`config.mk`:
```
export PLATFORM = sky130hd
export DESIGN_NAME = mem_arbiter_flat
export DESIGN_NICKNAME = d
export VERILOG_FILES = /design/src/rtl/mem_arbiter_pkg.sv /design/src/rtl/mem_arbiter_if.sv /design/src/rtl/mem_arbiter_rr.sv /design/src/rtl/mem_arbiter.sv /design/src/flat_wrapper.sv
export SDC_FILE = /design/constraint.sdc
export NUM_CORES = 1
export LEC_CHECK = 0
export BUFFER_PORTS_ARGS = -buffer_cell sky130_fd_sc_hd__buf_2
export CORE_AREA = 2 2 401 403
export CTS_CLUSTER_DIAMETER = 120
export DETAILED_ROUTE_END_ITERATION = 16
export DIE_AREA = 0 0 403 405
export GPL_ROUTABILITY_DRIVEN = 0
export PLACE_DENSITY = 0.3
export SLEW_MARGIN = 40
export SYNTH_ARGS = -nofsm -noshare
export SYNTH_HDL_FRONTEND = slang
export SYNTH_SLANG_ARGS = --single-unit
```
`constraint.sdc`:
```
create_clock -name i_clk -period 4.4 [get_ports i_clk]
set_input_delay 0.88 -clock i_clk [delete_from_list [all_inputs] [get_ports i_clk]]
set_output_delay 0.88 -clock i_clk [all_outputs]
set_load 0.02 [all_outputs]
```
`src/rtl/mem_arbiter_pkg.sv`:
```
// Shared types, sizes and helpers for the processor-pool memory arbiter.
package mem_arbiter_pkg;

  localparam int unsigned PROC_COUNT  = 4;
  localparam int unsigned BUS_W       = 128;
  localparam int unsigned ELEM_W      = BUS_W / 8;
  localparam int unsigned BE_W        = BUS_W / 8;
  localparam int unsigned ADDR_W      = 16;
  localparam int unsigned IDX_W       = $clog2(PROC_COUNT);
  localparam int unsigned MEM_LAT_DEF = 2;

  typedef logic [ADDR_W-1:0]     addr_t;
  typedef logic [IDX_W-1:0]      idx_t;
  typedef logic [PROC_COUNT-1:0] proc_vec_t;

  typedef enum logic [1:0] {IDLE, ACCESS, WAIT, RESP} arb_state_t;

  // Command presented on the shared memory port
  typedef struct packed {
    addr_t             addr;
    logic [BUS_W-1:0]  wdata;
    logic [BE_W-1:0]   be;
  } mem_cmd_t;

  // Element count minus one -> contiguous low byte enables
  function automatic logic [BE_W-1:0] wr_size_to_be(input logic [2:0] size);
    return BE_W'((32'd1 << ((32'(size) + 32'd1) * (ELEM_W / 8))) - 32'd1);
  endfunction

endpackage

```
`src/rtl/mem_arbiter_if.sv`:
```
// Pool-side request/grant bus plus the shared memory port of the arbiter.
interface mem_arbiter_if import mem_arbiter_pkg::*; ();

  proc_vec_t                        i_req_rd;
  proc_vec_t                        i_req_wr;
  addr_t     [PROC_COUNT-1:0]       i_addr;
  logic      [PROC_COUNT-1:0][BUS_W-1:0] i_wdata;
  proc_vec_t                        i_wr_en;
  logic      [PROC_COUNT-1:0][2:0]  i_wr_size;
  proc_vec_t                        o_grant_rd;
  proc_vec_t                        o_grant_wr;
  logic      [BUS_W-1:0]            o_data;
  addr_t                            o_mem_addr;
  logic      [BUS_W-1:0]            o_mem_wdata;
  logic                             o_mem_we;
  logic      [BE_W-1:0]             o_mem_be;
  logic                             o_mem_re;
  logic      [BUS_W-1:0]            i_mem_rdata;

  modport slave (
    input  i_req_rd, i_req_wr, i_addr, i_wdata, i_wr_en, i_wr_size, i_mem_rdata,
    output o_grant_rd, o_grant_wr, o_data, o_mem_addr, o_mem_wdata, o_mem_we,
           o_mem_be, o_mem_re
  );

  modport master (
    output i_req_rd, i_req_wr, i_addr, i_wdata, i_wr_en, i_wr_size, i_mem_rdata,
    input  o_grant_rd, o_grant_wr, o_data, o_mem_addr, o_mem_wdata, o_mem_we,
           o_mem_be, o_mem_re
  );

endinterface

```
`src/rtl/mem_arbiter_rr.sv`:
```
// Combinational round-robin picker: first requester at or after ptr wins.
module rr_arbiter import mem_arbiter_pkg::*; (
  input  proc_vec_t req,
  input  idx_t      ptr,
  output proc_vec_t grant_c,
  output idx_t      idx_c,
  output logic      valid_c
);

  idx_t cand;

  always_comb begin
    grant_c = '0;
    idx_c   = '0;
    valid_c = 1'b0;
    cand    = '0;
    for (int unsigned k = 0; k < PROC_COUNT; k++) begin
      cand = IDX_W'((32'(ptr) + k) % PROC_COUNT);
      if (!valid_c && req[cand]) begin
        valid_c       = 1'b1;
        idx_c         = cand;
        grant_c[cand] = 1'b1;
      end
    end
  end

endmodule

```
`src/rtl/mem_arbiter.sv`:
```
// Arbitrates per-processor read/write requests onto one shared memory port.
module mem_arbiter import mem_arbiter_pkg::*; #(
  parameter int unsigned MEM_LAT = MEM_LAT_DEF
) (
  input  logic          i_clk,
  input  logic          i_rstn,
  mem_arbiter_if.slave  bus
);

  localparam int unsigned CNT_W = (MEM_LAT > 1) ? $clog2(MEM_LAT) : 1;

  arb_state_t       state_q, state_d;
  idx_t             ptr_q, ptr_d, idx_q, idx_d;
  logic             op_wr_q, op_wr_d;
  logic [CNT_W-1:0] cnt_q, cnt_d;
  proc_vec_t        grant_rd_q, grant_rd_d, grant_wr_q, grant_wr_d;
  logic             we_q, we_d, re_q, re_d;
  mem_cmd_t         cmd_q, cmd_d;
  logic [BUS_W-1:0] data_q, data_d;

  proc_vec_t        req_any_c, arb_grant_c;
  idx_t             arb_idx_c, next_ptr_c;
  logic             arb_valid_c, win_wr_c;

  assign req_any_c = bus.i_req_rd | bus.i_req_wr;

  rr_arbiter u_rr (
    .req     (req_any_c),
    .ptr     (ptr_q),
    .grant_c (arb_grant_c),
    .idx_c   (arb_idx_c),
    .valid_c (arb_valid_c)
  );

  // A winner holding both requests is served as a write first
  assign win_wr_c   = bus.i_req_wr[arb_idx_c];
  assign next_ptr_c = (32'(idx_q) == PROC_COUNT - 1) ? '0 : idx_q + 1'b1;

  always_comb begin
    state_d    = state_q;
    ptr_d      = ptr_q;
    idx_d      = idx_q;
    op_wr_d    = op_wr_q;
    cnt_d      = cnt_q;
    grant_rd_d = '0;
    grant_wr_d = '0;
    we_d       = 1'b0;
    re_d       = 1'b0;
    cmd_d      = cmd_q;
    data_d     = data_q;
    case (state_q)
      IDLE: begin
        if (arb_valid_c) begin
          idx_d       = arb_idx_c;
          op_wr_d     = win_wr_c;
          cmd_d.addr  = bus.i_addr[arb_idx_c];
          cmd_d.wdata = bus.i_wdata[arb_idx_c];
          cmd_d.be    = wr_size_to_be(bus.i_wr_size[arb_idx_c]);
          we_d        = win_wr_c & bus.i_wr_en[arb_idx_c];
          re_d        = ~win_wr_c;
          grant_wr_d  = win_wr_c ? arb_grant_c : '0;
          state_d     = ACCESS;
        end
      end
      ACCESS: begin
        if (op_wr_q) begin
          ptr_d   = next_ptr_c;
          state_d = IDLE;
        end else begin
          cnt_d   = CNT_W'(MEM_LAT - 1);
          state_d = WAIT;
        end
      end
      WAIT: begin
        if (cnt_q == '0) begin
          data_d     = bus.i_mem_rdata;
          grant_rd_d = PROC_COUNT'(1'b1) << idx_q;
          state_d    = RESP;
        end else begin
          cnt_d = cnt_q - 1'b1;
        end
      end
      RESP: begin
        ptr_d   = next_ptr_c;
        state_d = IDLE;
      end
      default: state_d = IDLE;
    endcase
  end

  always_ff @(posedge i_clk or negedge i_rstn) begin
    if (!i_rstn) begin
      state_q    <= IDLE;
      ptr_q      <= '0;
      idx_q      <= '0;
      op_wr_q    <= 1'b0;
      cnt_q      <= '0;
      grant_rd_q <= '0;
      grant_wr_q <= '0;
      we_q       <= 1'b0;
      re_q       <= 1'b0;
      cmd_q      <= '0;
      data_q     <= '0;
    end else begin
      state_q    <= state_d;
      ptr_q      <= ptr_d;
      idx_q      <= idx_d;
      op_wr_q    <= op_wr_d;
      cnt_q      <= cnt_d;
      grant_rd_q <= grant_rd_d;
      grant_wr_q <= grant_wr_d;
      we_q       <= we_d;
      re_q       <= re_d;
      cmd_q      <= cmd_d;
      data_q     <= data_d;
    end
  end

  assign bus.o_grant_rd  = grant_rd_q;
  assign bus.o_grant_wr  = grant_wr_q;
  assign bus.o_data      = data_q;
  assign bus.o_mem_addr  = cmd_q.addr;
  assign bus.o_mem_wdata = cmd_q.wdata;
  assign bus.o_mem_be    = cmd_q.be;
  assign bus.o_mem_we    = we_q;
  assign bus.o_mem_re    = re_q;

endmodule

```
`src/flat_wrapper.sv`:
```
// flat-port wrapper written by rule: the top's interface ports become plain ports
module mem_arbiter_flat import mem_arbiter_pkg::*;
#(
  parameter int unsigned MEM_LAT = MEM_LAT_DEF
)
  (i_clk, i_rstn, bus_i_req_rd, bus_i_req_wr, bus_i_addr, bus_i_wdata, bus_i_wr_en, bus_i_wr_size, bus_i_mem_rdata, bus_o_grant_rd, bus_o_grant_wr, bus_o_data, bus_o_mem_addr, bus_o_mem_wdata, bus_o_mem_we, bus_o_mem_be, bus_o_mem_re);
  mem_arbiter_if bus_i ();
  input  logic i_clk;
  input  logic i_rstn;
  input wire logic [$bits(bus_i.i_req_rd)-1:0] bus_i_req_rd;
  input wire logic [$bits(bus_i.i_req_wr)-1:0] bus_i_req_wr;
  input wire logic [$bits(bus_i.i_addr)-1:0] bus_i_addr;
  input wire logic [$bits(bus_i.i_wdata)-1:0] bus_i_wdata;
  input wire logic [$bits(bus_i.i_wr_en)-1:0] bus_i_wr_en;
  input wire logic [$bits(bus_i.i_wr_size)-1:0] bus_i_wr_size;
  input wire logic [$bits(bus_i.i_mem_rdata)-1:0] bus_i_mem_rdata;
  output wire logic [$bits(bus_i.o_grant_rd)-1:0] bus_o_grant_rd;
  output wire logic [$bits(bus_i.o_grant_wr)-1:0] bus_o_grant_wr;
  output wire logic [$bits(bus_i.o_data)-1:0] bus_o_data;
  output wire logic [$bits(bus_i.o_mem_addr)-1:0] bus_o_mem_addr;
  output wire logic [$bits(bus_i.o_mem_wdata)-1:0] bus_o_mem_wdata;
  output wire logic [$bits(bus_i.o_mem_we)-1:0] bus_o_mem_we;
  output wire logic [$bits(bus_i.o_mem_be)-1:0] bus_o_mem_be;
  output wire logic [$bits(bus_i.o_mem_re)-1:0] bus_o_mem_re;
  assign bus_i.i_req_rd = bus_i_req_rd;
  assign bus_i.i_req_wr = bus_i_req_wr;
  assign bus_i.i_addr = bus_i_addr;
  assign bus_i.i_wdata = bus_i_wdata;
  assign bus_i.i_wr_en = bus_i_wr_en;
  assign bus_i.i_wr_size = bus_i_wr_size;
  assign bus_i.i_mem_rdata = bus_i_mem_rdata;
  assign bus_o_grant_rd = bus_i.o_grant_rd;
  assign bus_o_grant_wr = bus_i.o_grant_wr;
  assign bus_o_data = bus_i.o_data;
  assign bus_o_mem_addr = bus_i.o_mem_addr;
  assign bus_o_mem_wdata = bus_i.o_mem_wdata;
  assign bus_o_mem_we = bus_i.o_mem_we;
  assign bus_o_mem_be = bus_i.o_mem_be;
  assign bus_o_mem_re = bus_i.o_mem_re;
  mem_arbiter #(.MEM_LAT(MEM_LAT)) u_core (.i_clk(i_clk), .i_rstn(i_rstn), .bus(bus_i));
endmodule
```
==> metrics.md <==
| Metric | Value |
|---|---|
| Tcrit/Tclk final | 0.8059 |
| CTS tree | done |
| PwrDens | between 800 and 900 nW/um^2 |
| Core Util, Final | 0.1633 |
| Die ar. | between 150,000 and 200,000 um^2 |
| Max Slew Vio Count | 0 |
| Synthesized flop and latch total | a little over 300 |
| Fmax | 282.0 MHz |
| Initial core utilization | 0.1020 |
| Fillers | around 18,000 |
| Hold buffers post-CTS | 0 |
| Reg power frac | 0.219 |
| Worst path bufs/invs | 4 |
| Status | complete, no violations |
| Avg WL per Cell | roughly 24 um |
| Worst-path fanout max | 98 |
| Die X | a little over 400 um |
| Fin Hold WS | roughly 0.16 ns |
| RSZ-0062 raised after global routing | false |
| Placed cell count | 4,665 |
| WL final | 115.7 mm |
| Ys flop type | dfrtp_1 |
| Slowest CP cell | a311oi_1 |
| Crit path DAT | 4.10 ns |
| Comb power frac | 0.603 |
| Unique masters post-synth | 48 |
| Sequential share of the synthesized area | 0.4697 |
| Clock Power Share | 0.178 |
| Rel. slew slack | 0.4833 |
| CP startpoint kind | flop |
| Netlist Area Pre-Place | 16,250 um^2 |
| Critical R2R Launch | u_core.ptr_q[1]$_DFFE_PN0P_ |
| Area Growth Syn to Fin | 60.06% |
| Post-Route Skew | roughly 0.018 ns |
| DRT Pass-1 Iters | 5 |
| CORE AREA | approximately 160,000 um^2 |
| Post-Layout Cell Count | about 4,800 |
| CP startpoint | u_core.ptr_q[1]$_DFFE_PN0P_ |
| Grt total ovfl | 0 |
| Row cnt | 147 |
| Cts bufs inserted | between 40 and 50 |
| Actual slew at the worst max-slew pin | 0.7705 ns |
| Kind of cell adding the most delay to the critical path | compound AO/OA/AOI/OAI gates |
| Final hold violation count | 0 |
| CP most frequent cell | buf_4 |
| Sw power | between 0.01 and 0.015 W |
| CP Data Required Time | between 4 and 5 ns |
| Clk_lat worst skew | about 0.62 ns |
| Critical path class | reg -> reg |
| TNS Setup | 0 ns |
| I/O pin cnt | between 1,000 and 1,500 |
| Worst-case clock buffer depth | 3 |
| Hold WC Path Type | in -> async |
| GRT Resource Usage Total | 0.1351 |
| CP max stage delay | 0.55 ns |
| First-pass GRT wire length | 152.8 mm |
| DRC Markers | 0 |
| Vias in the first global route | 17,790 |
| Syn nets | roughly 2,400 |
| Crit-path cells | inv_1 -> ha_1 -> o21ai_0 -> a222oi_1 -> buf_4 -> buf_12 -> and2_1 -> a211oi_1 -> a311oi_1 -> buf_4 -> a21o_1 |
| Starting DRT DRC Count | 777 |
| Setup Viol. Count Final | 0 |
| Clk root buf | clkbuf_16 |
| Commonest non-fill, non-tap cells in the layout | buf_2, nand2_1, dfrtp_1 |
| Layout cells sized above 1 | 0.5058 |
| Number of nets with antenna violations after routing | 0 |
| Initial antenna violation count | 68 |
| Sw Share | 0.4931 |
| Clock transition at path regs | about 0.06 ns |
| Via count | approximately 17,000 |
| Clock sink count | 305 |
| Largest net degree at the start of global routing | 110 |
| Post-CTS Setup Bufs | 0 |
| Resized cells post-CTS | 0 |
| Via density | about 3.6 |
| Commonest non-fill, non-tap cell in the layout | buf_2 |
| DP HPWL | 95.34 mm |
| Cells after synthesis | 1,610 |
| Crit. End Element | flop |
| Ys async rst share | 1.000 |
| Die outline height | around 400 um |
| Mapped Avg Cell Area | 10.09 um^2 |
| Minimum clock period | roughly 3.5 ns |
| P_int | roughly 0.012 W |
| Maxcap violations | 0 |
| Port bufs | 1,027 |
| Post-synth EDFFs | 0 |
| Lkg Pwr | around 13 nW |
| H-tree Lvls | 2 |
| Synth Warn # | 0 |
| Max IR drop VDD | approximately 400 uV |
| NumNets Final | approximately 3,400 |
==> flip-flops by register name, summed over array words and instances, names as in the netlist, 2 cells and up, named ones only <==
register	count
u_core.bus.o_data	128
u_core.bus.o_mem_wdata	128
u_core.bus.o_mem_addr	16
u_core.bus.o_mem_be	15
u_core.bus.o_grant_rd	4
u_core.bus.o_grant_wr	4
u_core.idx_q	2
u_core.ptr_q	2
==> power by group through the flow <==
stage	sequential, W	combinational, W	clock, W
2_1_floorplan	0.00663	0.00623	0
3_3_place_gp	0.00507	0.0143	0
3_5_place_dp	0.00508	0.0143	0
4_1_cts	0.00504	0.0143	0.00429
5_1_grt	0.00521	0.0150	0.00438
6_report	0.00503	0.0138	0.00408
==> through the flow <==
| step | area [um^2] | setup WS, ns | power, W |
|---|---|---|---|
| floorplan | 16250 | 0.8917 | 0.01286 |
| global placement | 24320 | 0.3326 | 0.01940 |
| detailed placement | 24360 | 0.3369 | 0.01935 |
| CTS | 25980 | 0.7818 | 0.02366 |
| global route | 25990 | 0.5382 | 0.02456 |
| finish | 26010 | 0.8540 | 0.02293 |
==> cell families (layout without fill, tap and decap cells) <==
| kind of cell | after synthesis | in the layout | share of synthesized area |
|---|---|---|---|
| DFF | 305 | 305 | 0.4697 |
| and+or+nand+nor | 515 | 515 | 0.1473 |
| AOI/OAI and AO/OA | 473 | 473 | 0.2282 |
| other | 1 | 12 | 0.0002308 |
| adders and majority gates | 13 | 13 | 0.01001 |
| muxes | 144 | 144 | 0.1033 |
| buffers and inverters | 157 | 1210 | 0.04019 |
| xor gates and xnor gates | 2 | 2 | 0.001078 |
==> layer usage <==
layer | share of wire | wire (um) | vias up | global-route usage
met1 | 0.40 | 46450 | 8412 | 0.1597
met5 | 0.0022 | 251 | - | 0
li1 | - | - | 7941 | -
met3 | 0.069 | 7930 | 190 | 0.03616
met4 | 0.021 | 2484 | 42 | 0.02661
met2 | 0.51 | 58610 | 730 | 0.2436
==> worst register-to-register path: cells and delay by family, from the launching register on <==
family / cells / cell delay [ns]
flip-flops: 1 / 0.34
AO/OA/AOI/OAI: 5 / 1.36
adder cells (fa/ha/maj): 1 / 0.44
buffers and inverters: 4 / 0.94
AND/OR/NAND/NOR: 1 / 0.41
==> layout make-up <==
class	count	area, um^2	share of cell area
Antenna cell	11	27.53	0.001058
Clock buffer	63	1348	0.05181
Clock inverter	21	279.0	0.01073
Inverter	6	22.52	0.0008659
Multi-Input combinational cell	1148	8003	0.3077
Sequential cell	305	7632	0.2934
Tap cell	2086	2610	0.1003
Timing Repair Buffer	1120	6088	0.2341
==> cells in the mapped netlist (3+ instances only) <==
cell      number  share of area
o21ai_1       11         0.0034
o21ai_0        4         0.0012
ha_1          13          0.010
buf_6          3         0.0021
buf_4          4         0.0018
and2_1       151          0.058
nor2_1        13         0.0030
mux2_2       130          0.090
a311oi_1     146          0.079
mux2i_4        3         0.0042
inv_1          5         0.0012
mux2i_1        8         0.0049
buf_2         21         0.0065
mux4_2         3         0.0042
nor3_1         5         0.0015
a222oi_1       5         0.0031
nand2_1      321          0.074
a21o_1       145          0.067
nand2b_1       7         0.0027
clkbuf_1     121          0.028
nand3_1        5         0.0015
or2_2          3         0.0012
a211oi_1     145          0.067
a21oi_1        6         0.0018
dfrtp_1      305           0.47
==> worst paths after layout <==
path | slack (ns) | cells after the start | endpoint
setup reg to reg | 0.85 | 11 | u_core.bus.o_mem_wdata[84]$_DFFE_PN0P_
hold / removal | 0.16 | 1 | u_core.bus.o_data[115]$_DFFE_PN0P_
hold reg to reg | 0.46 | 2 | u_core.bus.o_mem_be[14]$_DFFE_PN0P_
max in group asynchronous | 3.22 | 3 | u_core.bus.o_mem_wdata[106]$_DFFE_PN0P_
min in group i_clk | 0.46 | 2 | u_core.bus.o_mem_be[14]$_DFFE_PN0P_
setup / recovery | 0.85 | 11 | u_core.bus.o_mem_wdata[84]$_DFFE_PN0P_
Note: power is estimated with default switching activity, not from simulation.
